<file path="config.mk">
export PLATFORM = sky130hd
export DESIGN_NAME = apb_master
export DESIGN_NICKNAME = d
export VERILOG_FILES = /design/src/rtl/apb_master_pkg.sv /design/src/rtl/apb_master.sv
export SDC_FILE = /design/constraint.sdc
export NUM_CORES = 1
export LEC_CHECK = 0
export BUFFER_PORTS_ARGS = -buffer_cell sky130_fd_sc_hd__buf_2
export CORE_ASPECT_RATIO = 1.75
export CORE_MARGIN = 2
export CORE_UTILIZATION = 32
export CTS_CLUSTER_SIZE = 8
export DETAILED_ROUTE_END_ITERATION = 10
export PLACE_DENSITY_LB_ADDON = 0.1
export SLEW_MARGIN = 20
export SYNTH_ARGS = -nofsm -noshare
export SYNTH_HDL_FRONTEND = slang
export SYNTH_SLANG_ARGS = --single-unit
export TNS_END_PERCENT = 5
</file>
<file path="constraint.sdc">
create_clock -name PCLK -period 2.3 [get_ports PCLK]
set_input_delay 0 -clock PCLK [delete_from_list [all_inputs] [get_ports PCLK]]
set_output_delay 0 -clock PCLK [all_outputs]
set_load 0.005 [all_outputs]
</file>
<file path="src/rtl/apb_master_pkg.sv">
// Shared bridge definitions: APB requester FSM states and the default PREADY timeout.
package apb_master_pkg;

  typedef enum logic [1:0] {
    IDLE   = 2'd0,
    SETUP  = 2'd1,
    ACCESS = 2'd2
  } state_t;

  localparam int DEFAULT_TIMEOUT = 255;

endpackage

</file>
<file path="src/rtl/apb_master.sv">
// APB requester: pops one request from the upstream FIFO, runs SETUP/ACCESS, pushes one response.
// Single outstanding transfer; requests are only accepted when the response FIFO has room.
module apb_master
  import apb_master_pkg::*;
#(
  parameter int DATASIZE = 32,
  parameter int ADDRSIZE = 32,
  parameter int TIMEOUT  = DEFAULT_TIMEOUT
) (
  input  logic                  PCLK,
  input  logic                  PRESET,
  input  logic                  transfer,
  input  logic [ADDRSIZE-1:0]   addr,
  input  logic [DATASIZE-1:0]   wdata,
  input  logic [DATASIZE/8-1:0] strb,
  input  logic [2:0]            pprot,
  input  logic                  write_read,
  output logic                  rinc,
  output logic                  PSEL,
  output logic                  PENABLE,
  output logic                  PWRITE,
  output logic [ADDRSIZE-1:0]   PADDR,
  output logic [DATASIZE-1:0]   PWDATA,
  output logic [DATASIZE/8-1:0] PSTRB,
  output logic [2:0]            PPROT,
  input  logic                  PREADY,
  input  logic [DATASIZE-1:0]   PRDATA,
  input  logic                  PSLVERR,
  output logic                  resp_winc,
  output logic [DATASIZE-1:0]   resp_rdata,
  output logic                  resp_slverr,
  output logic                  resp_write,
  input  logic                  resp_wfull
);

  localparam int CW = $clog2(TIMEOUT + 1);

  state_t         state;
  logic [CW-1:0]  wait_cnt;
  logic           timed_out;
  logic           completion;

  // A completion is suppressed while PRESET is high so an aborted transfer never pushes a response.
  assign timed_out  = (state == ACCESS) && !PREADY && (wait_cnt == CW'(TIMEOUT));
  assign completion = !PRESET && (state == ACCESS) && (PREADY || timed_out);

  assign rinc = !PRESET && transfer && !resp_wfull && ((state == IDLE) || completion);

  assign resp_winc   = completion;
  assign resp_rdata  = (completion && !timed_out && !PWRITE) ? PRDATA : '0;
  assign resp_slverr = completion && (PSLVERR || timed_out);
  assign resp_write  = PWRITE;

  always_ff @(posedge PCLK) begin
    if (PRESET) begin
      state    <= IDLE;
      PSEL     <= 1'b0;
      PENABLE  <= 1'b0;
      PWRITE   <= 1'b0;
      PADDR    <= '0;
      PWDATA   <= '0;
      PSTRB    <= '0;
      PPROT    <= '0;
      wait_cnt <= '0;
    end else begin
      if (rinc) begin
        PADDR  <= addr;
        PWDATA <= wdata;
        PSTRB  <= strb;
        PPROT  <= pprot;
        PWRITE <= write_read;
      end
      case (state)
        IDLE: begin
          if (rinc) begin
            state   <= SETUP;
            PSEL    <= 1'b1;
            PENABLE <= 1'b0;
          end
        end
        SETUP: begin
          state    <= ACCESS;
          PENABLE  <= 1'b1;
          wait_cnt <= '0;
        end
        ACCESS: begin
          if (completion) begin
            // Back-to-back keeps PSEL high and goes straight to the next SETUP.
            state   <= rinc ? SETUP : IDLE;
            PSEL    <= rinc;
            PENABLE <= 1'b0;
          end else if (wait_cnt != CW'(TIMEOUT)) begin
            wait_cnt <= wait_cnt + CW'(1);
          end
        end
        default: begin
          state   <= IDLE;
          PSEL    <= 1'b0;
          PENABLE <= 1'b0;
        end
      endcase
    end
  end

endmodule
</file>
### Word-level counts from Yosys, hierarchy flattened

Index checks and enable logic that the tools add are counted.
Widths: inputs -> output; s select.

* input bits: 110
* register bits: 84

* $add $sub $neg: 1
* reduce and logical (&&, ||, !) cells: 23
* eq/ne operators: 8
* multiplexer cells: 14
* bitwise operators: 1

Operator list (number)
* $mux 32: 1
* $mux 8: 2
* $pmux 8 s2: 1
* $logic_and 1x1->1: 10
* $add 8x1->8 const B: 1
* $eq 8x8->1 const B: 1
* $ne 8x8->1 const B: 1
* $ne 2x2->1 const B: 3
* $pmux 1 s3: 2
* $pmux 2 s3: 1
* $reduce_and 3->1: 2
* $logic_not 1->1: 5
* $mux 1: 5
* $mux 2: 2
* $logic_or 1x1->1: 3
* $eq 2x1->1 const B: 1
* $eq 2x2->1 const B: 1
* $logic_not 2->1: 1
* $ne 2x1->1 const B: 1
* $reduce_and 2->1: 1
* $reduce_bool 2->1: 1
* $not 1->1: 1

### Longest topological paths before layout

* depth in word-level cells: 10
* gate-level depth with buffers: 6
* depth with buffers taken out: 5

### Least setup slack after synthesis

Ideal clock, no wire load.

* kind: register to register
* start: register wait_cnt[0]
* end: register PWDATA[10]
* clock period less this slack: 1.619 ns
* setup time: 0.117 ns
* required time: 2.183 ns
* setup slack: 0.681 ns
* arrival time: 1.503 ns
* stages on the path, launching flop included: 7
* buffers on the path: 1
* cell sequence: dfxtp_1 > ha_1 > and3_1 > a21oi_2 > a21oi_4 > buf_6 > a22o_1

* word-level cells in the longest chain between the ends: 6

RTL lines
* from (decl): line apb_master.sv:39 `logic [CW-1:0] wait_cnt;`
* from (signal assigned): line apb_master.sv:93 `wait_cnt <= wait_cnt + CW'(1);`
* $eq 8x8->1: line apb_master.sv:44 `assign timed_out = (state == ACCESS) && !PREADY && (wait_cnt == CW'(TIMEOUT));`
* $logic_and 1x1->1: line apb_master.sv:44
* $logic_or 1x1->1: line apb_master.sv:45 `assign completion = !PRESET && (state == ACCESS) && (PREADY || timed_out);`
* $logic_and 1x1->1: line apb_master.sv:45
* $logic_or 1x1->1: line apb_master.sv:47 `assign rinc = !PRESET && transfer && !resp_wfull && ((state == IDLE) || completion);`
* $logic_and 1x1->1: line apb_master.sv:47
* via rinc: line apb_master.sv:18 `output logic rinc,`
* to (signal assigned): line apb_master.sv:68 `PWDATA <= wdata;`
* to (decl): line apb_master.sv:23 `output logic [DATASIZE-1:0] PWDATA,`

The timed path passes the listed nets, and every way through them passes these cells.
A chain may end at the register's enable or synchronous reset.

### Worst setup path after layout

* start: register wait_cnt[0]
* end: output port rinc

* word-level cells in the longest chain between the ends: 6

RTL lines (line)
* $eq 8x8->1: apb_master.sv:44
* $logic_and 1x1->1: apb_master.sv:44
* $logic_or 1x1->1: apb_master.sv:45
* $logic_and 1x1->1: apb_master.sv:45
* $logic_or 1x1->1: apb_master.sv:47
* $logic_and 1x1->1: apb_master.sv:47
* to (decl): apb_master.sv:18

Every way passes these cells.

==> flow_metrics.env <==
export IMPL_status="finished, final reports clean"
export IMPL_cts_setup_buffers=0
export IMPL_fp_dieW_um=78.17
export IMPL_grt_pass1_vias=3227
export IMPL_synth_cell_type_count=34
export IMPL_required_ps=2300
export IMPL_synth_seq_cells=83
export IMPL_max_freq_ghz=0.5251
export IMPL_drive_above_1_share_pct=43.46
export IMPL_nets=672
export IMPL_io_pins=220
export IMPL_worst_slew_pin_slew_ps=539.2
export IMPL_grt_max_degree=73
export IMPL_ctsHtreeMaxLevel=3
export IMPL_synth_cells=274
export IMPL_via_per_inst=4.778
export IMPL_initialDrtViolationCount=79
export IMPL_final_area_um2=5270
export IMPL_cap_violations=0
export IMPL_clk_path_buf_depth=2
export IMPL_hold_violations=0
export IMPL_start_util_pct=32.74
export IMPL_grt_use_total_pct=18.70
export IMPL_io_buffers=219
export IMPL_skew_ps=8.412
export IMPL_setup_viol=0
export IMPL_clkLatencyLatePin_ps=330
export IMPL_period_needed_ps=1904
export IMPL_startpoint_type="register"
export IMPL_clkTransAtPathRegs_ps=60
export IMPL_route_met2_wl_um=5261
export IMPL_vias=3287
export IMPL_wl_met3_um=695
export IMPL_seq_area_frac_synth_pct=53.94
export IMPL_diodes=0
export IMPL_async_flop_share_pct=0
export IMPL_maxSlewViolCount=0
export IMPL_fillCellCount=853
export IMPL_cellPowerDensity_nw_per_um2=639.4
export IMPL_cts_root_buf="clkbuf_16"
export IMPL_drt_met1_wl_um=3792
export IMPL_antenna_left=0
export IMPL_synth_edf_count=0
export IMPL_relSlewSlack_pct=63.83
export IMPL_irDropWorstVdd_uv=416.7
export IMPL_synth_top_flop_cell="dfxtp_1"
export IMPL_synth_cell_area_um2=3080
export IMPL_route_top_layer_used="met4"
export IMPL_regArea_um2=1662
export IMPL_gp_congestion=0.7682
export IMPL_finalCritPeriodShare_pct=82.80
export IMPL_die_y_um=133.8
export IMPL_syn2layout_area_growth_pct=71.08
export IMPL_cts_tree="done"
export IMPL_fin_total_pwr_uw=3369
export IMPL_rsz0062_at_grt="no"
export IMPL_ys_warn_count=0
export IMPL_numCtsBuffers=9
export IMPL_clock_sinks=83
export IMPL_wire_per_inst_um=14.48
export IMPL_overflow=0
export IMPL_worstSetupPathType="register to output port"
export IMPL_wirelength_um=9963
export IMPL_drc_errors=0
export IMPL_crit_arrival_ps=1900
export IMPL_dpl_hpwl_um=6485
export IMPL_core_area_um2=9409
export IMPL_grt_pass1_wl_um=15500
export IMPL_hold_class="input pin to register"
export IMPL_antenna_found_initial=0
export IMPL_multi_input_area_um2=1269
export IMPL_avgSynthCellArea_um2=11.24
export IMPL_place_area_um2=4253
export IMPL_p_leak_uw=0.002640
export IMPL_cp_end_kind="output port"
export IMPL_rows=47
export IMPL_crit_fanout=45
export IMPL_syn_nets=385
export IMPL_first_pass_iters=4
export IMPL_tns_ps=0
export IMPL_dieArea_um2=10460
[per-stage QoR]
step / hold slack [ps] / setup WS (ps) / cells / util (%)
after floorplan: 110.3 / 680.6 / 274 / -
after global placement: 214.2 / 553.9 / 599 / 45.20
after detailed placement: 219.7 / 494.2 / 599 / 45.20
after CTS: 22.86 / 376.8 / 688 / 56.01
after global routing: 58.35 / 277.2 / 688 / 56.01
final: 34.01 / 395.5 / 688 / 56.01
[kinds of logic after synthesis]
family / share of synthesized area, %
buffers and inverters: 4.874
adder cells (fa/ha/maj): 0.4061
AND/OR/NAND/NOR: 13.97
AO/OA/AOI/OAI: 26.81
flip-flops: 53.94
[state kept, by name, indices dropped and copies added (netlist names)]
name	count
PSTRB	4
PSEL	1
PENABLE	1
PADDR	32
PWDATA	32
PWRITE	1
PPROT	3
wait_cnt	8
state	1
[report_power, final]
group	total, µW	internal [µW]	leakage (µW)	switching, µW
registers	1550	1510	0.000677	39.8
clock network	1400	838	0.000143	559
logic	426	262	0.00182	164
total	3370	2610	0.00264	763
[cells in the final DEF, fill, tap and decap left out, types with 5 or more instances in the layout]
cell and instances:
dlygate4sd3_1 73, buf_2 219, nor2_1 5, a22o_1 72, nand2_1 5, clkbuf_16 9
nor3_1 5, and2_1 32, dfxtp_1 83, a21oi_1 7
[cell usage after synthesis (all sizes together) (3+ instances only)]
cell type / instances / share of area, %
a21oi: 9 / 1.9
a22o: 72 / 20
a31oi: 4 / 0.81
and2: 32 / 6.5
buf: 14 / 3.8
clkbuf: 8 / 0.97
dfxtp: 83 / 54
nand2: 5 / 0.61
nand2b: 3 / 0.61
nand3: 3 / 0.49
nor2: 5 / 0.61
nor2b: 4 / 0.81
nor3: 5 / 0.81
o31ai: 4 / 0.97
o32ai: 3 / 1.5
or4: 3 / 0.73
[path summary, 6_finish.rpt]
| kind | start | to | cells past startpoint | slack (ps) |
|---|---|---|---|---|
| worst max-delay path | wait_cnt[0]$_SDFFE_PP0P_ | rinc | 6 | 400 |
| worst min-delay path | resp_wfull | PSEL$_SDFFE_PP0P_ | 4 | 30 |
| worst max register to register | wait_cnt[0]$_SDFFE_PP0P_ | PADDR[30]$_SDFFE_PP0P_ | 6 | 460 |
| worst min register to register | PADDR[19]$_SDFFE_PP0P_ | PADDR[19]$_SDFFE_PP0P_ | 1 | 470 |
[critical path: stages, from the launching register on]
cell	delay, ps
dfxtp_1	380
ha_1	230
and3_1	230
a21oi_2	120
a21oi_4	200
buf_12	250
buf_2	160
[layer usage]
layer,GRT usage (%),vias to the layer above
met5,0,-
met4,7.505,0
met3,4.778,16
met2,34.43,152
met1,20.00,1526
li1,-,1593
[what timing repair did]
item                      in CTS  in global routing
hold buffers                  73                  0
gates resized for setup        0                  0
hold endpoints to repair      74                  0
[final cells by class]
class | count | area share, %
Timing Repair Buffer | 298 | 35.99
Inverter | 1 | 0.07123
Sequential cell | 83 | 31.53
Clock buffer | 11 | 4.416
Clock inverter | 5 | 1.021
Multi-Input combinational cell | 168 | 24.07
Tap cell | 122 | 2.896
No activity file was read; power rests on OpenSTA's default activity.
